File: config.mk
export PLATFORM = sky130hd
export DESIGN_NAME = clock_tick_divider
export DESIGN_NICKNAME = d
export VERILOG_FILES = /design/src/rtl/clock_tick_divider.sv
export SDC_FILE = /design/constraint.sdc
export NUM_CORES = 1
export LEC_CHECK = 0
export CAP_MARGIN = 10
export CORE_UTILIZATION = 50
export CTS_CLUSTER_DIAMETER = 30
export DETAILED_ROUTE_END_ITERATION = 7
export HOLD_SLACK_MARGIN = 0.05
export PLACE_DENSITY = 0.87
export SYNTH_ARGS = -nofsm -noshare
export SYNTH_HDL_FRONTEND = slang
export SYNTH_SLANG_ARGS = --single-unit
File: constraint.sdc
create_clock -name f_clk -period 3.14 [get_ports f_clk]
set_clock_uncertainty 0.05 [all_clocks]
set_input_delay 0.628 -clock f_clk [delete_from_list [all_inputs] [get_ports f_clk]]
set_output_delay 0.628 -clock f_clk [all_outputs]
set_load 0.01 [all_outputs]
File: src/rtl/clock_tick_divider.sv
// Clock tick divider: binary phase counter producing a duty-cycled square wave,
// a wrap tick and a midpoint tick, with a selectable fast rate.
module clock_tick_divider #(
    parameter int CLK_HZ    = 100000,
    parameter int OUT_HZ    = 1,
    parameter int FAST_MULT = 8,
    parameter int DUTY_PCT  = 50
) (
    input  logic                                  f_clk,
    input  logic                                  reset,
    input  logic                                  enable,
    input  logic                                  fast,
    input  logic                                  resync,
    output logic                                  one_Hz,
    output logic                                  tick,
    output logic                                  half_tick,
    output logic [$clog2(CLK_HZ / OUT_HZ)-1:0]    phase
);

    localparam int DIV   = CLK_HZ / OUT_HZ;
    localparam int FDIV  = DIV / FAST_MULT;
    localparam int CNT_W = $clog2(DIV);

    // High-time in cycles for a period p, kept inside 1..p-1 so both levels exist.
    function automatic int high_cycles(input int p);
        int h;
        h = (p * DUTY_PCT) / 100;
        if (h < 1)
            h = 1;
        if (h > p - 1)
            h = p - 1;
        return h;
    endfunction

    localparam int DIV_LOW  = DIV - high_cycles(DIV);
    localparam int FDIV_LOW = FDIV - high_cycles(FDIV);

    localparam logic [CNT_W-1:0] DIV_LAST_C  = CNT_W'(DIV - 1);
    localparam logic [CNT_W-1:0] FDIV_LAST_C = CNT_W'(FDIV - 1);
    localparam logic [CNT_W-1:0] DIV_HALF_C  = CNT_W'(DIV / 2);
    localparam logic [CNT_W-1:0] FDIV_HALF_C = CNT_W'(FDIV / 2);
    localparam logic [CNT_W-1:0] DIV_LOW_C   = CNT_W'(DIV_LOW);
    localparam logic [CNT_W-1:0] FDIV_LOW_C  = CNT_W'(FDIV_LOW);

    generate
        if (DIV < 2 || FDIV < 2 || DUTY_PCT < 1 || DUTY_PCT > 99) begin : g_bad_params
            $error("clock_tick_divider: illegal parameters (DIV=%0d FDIV=%0d DUTY_PCT=%0d)",
                   DIV, FDIV, DUTY_PCT);
        end
    endgenerate

    logic [CNT_W-1:0] cnt;
    logic [CNT_W-1:0] cnt_inc;
    logic [CNT_W-1:0] period_last;
    logic [CNT_W-1:0] period_half;
    logic [CNT_W-1:0] period_low;
    logic             fast_q;
    logic             wrap;

    // Period constants follow the registered mode; ">=" lets a stale count wrap at once.
    always_comb begin
        period_last = fast_q ? FDIV_LAST_C : DIV_LAST_C;
        period_half = fast_q ? FDIV_HALF_C : DIV_HALF_C;
        period_low  = fast_q ? FDIV_LOW_C  : DIV_LOW_C;
        wrap        = (cnt >= period_last);
        cnt_inc     = wrap ? '0 : cnt + CNT_W'(1);
    end

    // Priority: reset, resync, mode change, then normal counting.
    always_ff @(posedge f_clk) begin
        if (reset) begin
            cnt       <= '0;
            one_Hz    <= 1'b0;
            tick      <= 1'b0;
            half_tick <= 1'b0;
            fast_q    <= fast;
        end else if (resync) begin
            cnt       <= '0;
            one_Hz    <= 1'b0;
            tick      <= 1'b0;
            half_tick <= 1'b0;
        end else if (fast != fast_q) begin
            fast_q    <= fast;
            cnt       <= '0;
            one_Hz    <= 1'b0;
            tick      <= 1'b0;
            half_tick <= 1'b0;
        end else if (enable) begin
            cnt       <= cnt_inc;
            one_Hz    <= (cnt_inc >= period_low);
            tick      <= wrap;
            half_tick <= (cnt_inc == period_half);
        end else begin
            tick      <= 1'b0;
            half_tick <= 1'b0;
        end
    end

    assign phase = cnt;

endmodule
==> results of run 1 <==
## critical path: stages, from the launching register on
cell       delay [ps]
edfxtp_1          550
inv_2             150
ha_1              310
nand4b_1          130
buf_4             180
o211ai_4          310
buf_6             180
nor2_1             50
ha_1              330
nand2_1            80
a31oi_2           210
o31ai_1           120
a21oi_1           150
o2111ai_1         140
a21oi_1           130
## cells in the final DEF, fill, tap and decap left out, drive strengths merged, types with 3 or more instances in the layout
cell,count
ha,20
a21oi,21
o21ai,19
xnor2,10
inv,9
buf,36
dfxtp,20
nand3,7
nand2,12
and2,3
clkbuf,4
and4,3
xor2,4
nand3b,5
nand4,10
nor2b,4
nor3,10
and3,8
clkdlybuf4s50,24
nor2,30
a22oi,5
## power breakdown
group | switching (µW) | internal [µW] | total, µW
clock | 97.3 | 90.6 | 188
combinational | 48.7 | 40.0 | 88.8
sequential | 3.12 | 270 | 273
## repair_timing
action / in CTS / in global routing
setup buffers: 1 / 11
pin swaps: 0 / 17
gates resized for setup: 1 / 26
setup endpoints to repair: 1 / 1
cloned: 0 / 1
## stage by stage
stage / setup WS (ps) / power (µW) / instances / area, µm²
finish: 7.789 / 550.0 / 338 / 2552
global route: -86.68 / 576.6 / 338 / 2552
CTS: 7.989 / 533.1 / 326 / 2322
detailed placement: 21.32 / 344.0 / 321 / 2268
global placement: 78.49 / 343.3 / 321 / 2268
floorplan: 8.980 / 318.6 / 241 / 1918
## layout make-up
| class | count | area, µm² |
|---|---|---|
| flip-flops and latches | 21 | 430.4 |
| repair buffers | 60 | 521.8 |
| well taps | 48 | 60.06 |
| inverters | 9 | 33.78 |
| clock buffers | 4 | 45.04 |
| fillers | 275 | 1109 |
| multi-input cells | 196 | 1461 |
## cell families (layout without fill, tap and decap cells)
family,Yosys count,count (layout)
compound gates,61,62
xor+xnor,14,14
fa+ha+maj,20,20
buf+inv,25,73
flops,21,21
simple gates,100,100
## cells in the mapped netlist, types with 2 or more instances
cell type / number
and4_1: 3
nand3b_1: 5
ha_1: 20
nand4_1: 10
xor2_1: 3
o21ai_1: 8
inv_1: 9
nand4b_1: 2
a21oi_1: 21
and3_1: 7
o21ai_0: 11
xnor2_1: 10
clkbuf_1: 4
and2_1: 2
buf_6: 8
nand2_1: 12
nor3_1: 10
nand3_1: 6
a31oi_1: 2
nor2_1: 29
dfxtp_1: 20
a22oi_1: 5
buf_2: 3
nor2b_1: 4
a21o_1: 2
## sequential cells by signal, summed over array words and instances (netlist names)
register,cells
tick,1
half_tick,1
phase,17
fast_q,1
one_Hz,1
## path summary, 6_finish.rpt
kind         slack (ps)                  end                start
max                   8  one_Hz$_SDFFE_PP0P_     fast_q$_DFFE_PP_
max reg2reg           8  one_Hz$_SDFFE_PP0P_     fast_q$_DFFE_PP_
min reg2reg         490  one_Hz$_SDFFE_PP0P_  one_Hz$_SDFFE_PP0P_
min                 490  one_Hz$_SDFFE_PP0P_  one_Hz$_SDFFE_PP0P_
## metal layers
layer	up-vias	wire length (µm)
li1	971	-
met1	1008	2583
met2	84	2997
met3	10	367
met4	0	61
met5	-	0
==> results.py, run 1 <==
metrics = {
    "outcome": {
        "status": "finished clean",
    },
    "critical_path": {
        "end_kind": "register",
        "crit_path_max_fanout": 8,
        "cp-start-kind": "register",
        "required_ps": 3300,
        "rr_worst_depth": 14,
        "arrival_ps": 3290,
        "path_class": "register to register",
    },
    "drt": {
        "first_pass_iters": 4,
        "wl_per_cell_um": 17.78,
        "num_vias": 2073,
        "vias_per_cell": 6.133,
        "drt-total-wl_um": 6009,
        "drc": 0,
        "ant_nets": 0,
        "first_iter_violations": 138,
    },
    "synthesis": {
        "synth_top_area_share_pct": 20.94,
        "synth_area_leaders": "dfxtp_1 (21%), ha_1 (13%), nor2_1 (5.7%)",
        "synthAdderAreaFrac_pct": 13.09,
        "yosys_warnings": 0,
        "synth.area.mux_share_pct": 0,
        "synth_top_family_by_area": "simple AND/OR/NAND/NOR gates",
        "synth-xor-area-share_pct": 6.806,
        "netlist_area_mm2": 0.001912,
        "synth_top_cell_by_area": "dfxtp_1",
        "syn_avg_cell_area_um2": 7.933,
        "synth.ff_latch_count": 21,
        "synth_ff_type": "dfxtp_1",
        "synth-compound-area-share_pct": 20.42,
        "postSynthCellCount": 241,
        "yosysSeqAreaShare_pct": 22.51,
        "ys_types": 50,
        "async_flop_share_pct": 0,
        "synth_edf_count": 1,
        "synth_nets": 266,
        "synthSimpleGateAreaFrac_pct": 28.93,
    },
    "clocking": {
        "clkTransAtPathRegs_ps": 90,
        "cts_tree": "built",
        "cts_hold_buf": 0,
        "cts_buffer_depth": 2,
        "cts_inserted_buffers": 3,
        "cts-root-buf": "clkbuf_8",
        "cts_max_level": 1,
        "clock-sinks": 21,
        "insertion_delay_ps": 270,
    },
    "place": {
        "gp_congestion": 0.9134,
        "io_buffers": 24,
        "place_hpwl_um": 3819,
    },
    "power_and_ir_drop": {
        "power_density_mw_per_mm2": 215.5,
        "ir_drop_mv": 0.2226,
        "leakage_uw": 0.0009894,
    },
    "timing": {
        "fin_crit_sh_pct": 99.75,
        "setup_tns_ps": 0,
        "worst_pin_slew_ps": 680.4,
        "slew_viol_final": 0,
        "fmax_ghz": 0.3193,
        "relSlewSlack_pct": 54.64,
        "final.min_clock_period_ps": 3132,
        "hold_viol_final": 0,
        "grt_setup_unrepaired": "yes",
        "hold_slack_ps": 492.2,
        "setup_viol": 0,
    },
    "flow_run": {
        "cap_violations": 0,
    },
    "finish": {
        "antennaDiodeCount": 0,
        "nets": 316,
        "final_util_pct": 69.72,
        "drive_gt1_share_pct": 24.14,
        "area_growth_pct": 33.51,
    },
    "floorplanning": {
        "die_h_um": 63.84,
        "io_pins": 25,
        "die_x_um": 63.84,
        "die-area_mm2": 0.004075,
        "start_util_pct": 52.22,
        "core_mm2": 0.003661,
        "fp-row-count": 22,
    },
    "worst_hold_path": {
        "min_path_type": "register to register",
        "whs_path_depth": 2,
    },
    "grt": {
        "grtUsageMet1_pct": 35.85,
        "antenna_found_initial": 0,
        "grt_pass1_wl_um": 8556,
        "grt_use_met3_pct": 3.929,
        "grt_busiest_layer": "met2",
        "grt-ovfl-total": 0,
        "grt_max_degree": 17,
        "grt_usage_pct": 26.82,
        "grt_pass1_vias": 1801,
        "met2_usage_pct": 45.35,
    },
}
Note: power is estimated with default switching activity, not from simulation.
==> inputs of run 2 (changes only) <==
--- a/config.mk
+++ b/config.mk
@@ -11,6 +11,7 @@
 export DETAILED_ROUTE_END_ITERATION = 7
 export HOLD_SLACK_MARGIN = 0.05
 export PLACE_DENSITY = 0.87
+export SKIP_CTS_REPAIR_TIMING = 1
 export SYNTH_ARGS = -nofsm -noshare
 export SYNTH_HDL_FRONTEND = slang
 export SYNTH_SLANG_ARGS = --single-unit
==> results.py, run 2 (same netlist as run 1, synthesis figures left out) <==
metrics = {
    "outcome": {
        "status": "finished clean",
    },
    "floorplanning": {
        "die_h_um": 63.84,
        "die-area_mm2": 0.004075,
        "io_pins": 25,
        "start_util_pct": 52.22,
        "core_mm2": 0.003661,
        "fp-row-count": 22,
        "die_x_um": 63.84,
    },
    "power_and_ir_drop": {
        "leakage_uw": 0.0009930,
        "power_density_mw_per_mm2": 214.2,
        "ir_drop_mv": 0.2246,
    },
    "timing": {
        "fmax_ghz": 0.3328,
        "relSlewSlack_pct": 56.54,
        "final.min_clock_period_ps": 3005,
        "setup_slack_ps": 135.2,
        "slew_viol_final": 0,
        "worst_pin_slew_ps": 651.9,
        "setup_viol": 0,
        "fin_crit_sh_pct": 95.69,
        "hold_viol_final": 0,
    },
    "grt": {
        "antenna_found_initial": 0,
        "grt_usage_pct": 26.78,
        "grt_pass1_wl_um": 8542,
        "grt_max_degree": 17,
        "grt_pass1_vias": 1793,
        "grt-ovfl-total": 0,
    },
    "clocking": {
        "clock-sinks": 21,
        "cts_tree": "built",
        "cts_buffer_depth": 2,
        "insertion_delay_ps": 270,
        "cts_max_level": 1,
        "cts-root-buf": "clkbuf_8",
        "cts_inserted_buffers": 3,
        "clkTransAtPathRegs_ps": 90,
    },
    "worst_hold_path": {
        "whs_path_depth": 2,
        "min_from": "phase[15]$_SDFFE_PP0P_",
        "min_path_type": "register to register",
        "holdPathEnd": "phase[15]$_SDFFE_PP0P_",
    },
    "finish": {
        "mostFrequentLayoutCell": "buf_4",
        "drive_gt1_share_pct": 25.43,
        "design_area_mm2": 0.002591,
        "area_growth_pct": 35.54,
        "largest_reg_flops": 17,
        "antennaDiodeCount": 0,
        "layout_common_cells": "buf_4 (34), nor2_1 (26), clkdlybuf4s50_1 (24)",
        "final_cells": 339,
        "nets": 317,
    },
    "drt": {
        "first_iter_violations": 128,
        "vias_per_cell": 6.065,
        "wl_per_cell_um": 17.81,
        "ant_nets": 0,
        "drc": 0,
        "num_vias": 2056,
        "first_pass_iters": 4,
        "drt-total-wl_um": 6037,
    },
    "place": {
        "place_hpwl_um": 3819,
        "place_ws_ps": 21.32,
        "placed_cells": 321,
        "place_area_mm2": 0.002268,
        "io_buffers": 24,
        "gp_congestion": 0.9134,
    },
    "critical_path": {
        "slowest_delay_ps": 370,
        "arrival_ps": 3160,
        "crit_path_max_fanout": 8,
        "r2r-end": "one_Hz$_SDFFE_PP0P_",
        "r2r_start": "fast_q$_DFFE_PP_",
        "ff2ff_setup_slack_ps": 140,
        "cpMaxStageDelayCell": "edfxtp_1",
        "required_ps": 3300,
        "rr_worst_depth": 14,
        "worst-path-buf-inv": 3,
        "cp-start-kind": "register",
        "end_kind": "register",
        "path_cells": "buf_4 -> ha_1 -> nand4b_1 -> buf_4 -> o211ai_4 -> buf_6 -> nor2_1 -> ha_2 -> nand2_1 -> a31oi_2 -> o31ai_1 -> a21oi_1 -> o2111ai_1 -> a21oi_1",
        "path_class": "register to register",
        "cp_top_family": "compound AO/OA/AOI/OAI gates",
    },
    "flow_run": {
        "cap_violations": 0,
    },
}
run 2: cell types whose count changed in the layout (fill, tap and decap cells not counted), sizes merged:
cell and change:
buf +1
run 2: report_power, final:
part	switching, µW	internal [µW]	leakage [µW]
clock	98.4	90.7	0.0000228
combinational	52.6	42.6	0.000799
sequential	0.714	270	0.000171
run 2: per-stage QoR:
step / total power (µW) / utilization [%] / hold WS (ps) / TNS (ps)
3_5_place_dp: 344.0 / 61.96 / 471.3 / 0
4_1_cts: 531.6 / 63.19 / 497.9 / -7.198
3_3_place_gp: 343.3 / 61.96 / 464.8 / 0
6_report: 555.0 / 70.78 / 493.3 / 0
5_1_grt: 582.4 / 70.78 / 530.8 / -29.70
2_1_floorplan: 318.6 / - / 478.8 / 0
run 2: metal layers:
metal	track usage (%)	wire length, µm
met2	45.08	2941
met5	0	0
met4	5.682	78
met1	35.96	2644
met3	3.929	372
run 2: cell type report:
type | count | area, µm²
Inverter | 9 | 36.28
Clock buffer | 4 | 45.04
Tap cell | 48 | 60.06
Multi-Input combinational cell | 196 | 1490
Sequential cell | 21 | 430.4
Timing Repair Buffer | 61 | 529.3
Fill cell | 277 | 1070
run 2: worst min-delay path: cells and delay by family, from the launching register on:
kind,cells,cell delay (ps)
flip-flops,1,370
AND/OR/NAND/NOR,1,80
AO/OA/AOI/OAI,1,50
run 2: worst max-delay path by stage:
stage,from,to,slack [ps],depth (start not counted)
3_3_place_gp,fast_q$_DFFE_PP_,one_Hz$_SDFFE_PP0P_,80,12
2_1_floorplan,fast_q$_DFFE_PP_,one_Hz$_SDFFE_PP0P_,9,15
4_1_cts,fast_q$_DFFE_PP_,one_Hz$_SDFFE_PP0P_,-7,14
5_1_grt,fast_q$_DFFE_PP_,one_Hz$_SDFFE_PP0P_,-30,15
6_report,fast_q$_DFFE_PP_,one_Hz$_SDFFE_PP0P_,140,14
3_5_place_dp,fast_q$_DFFE_PP_,one_Hz$_SDFFE_PP0P_,20,14
==> inputs of run 3 (changes only) <==
--- a/config.mk
+++ b/config.mk
@@ -15,3 +15,4 @@
 export SYNTH_ARGS = -nofsm -noshare
 export SYNTH_HDL_FRONTEND = slang
 export SYNTH_SLANG_ARGS = --single-unit
+export TNS_END_PERCENT = 100
==> results of run 3 <==
No change in the layout: final DEF, timing and power equal those of run 2.
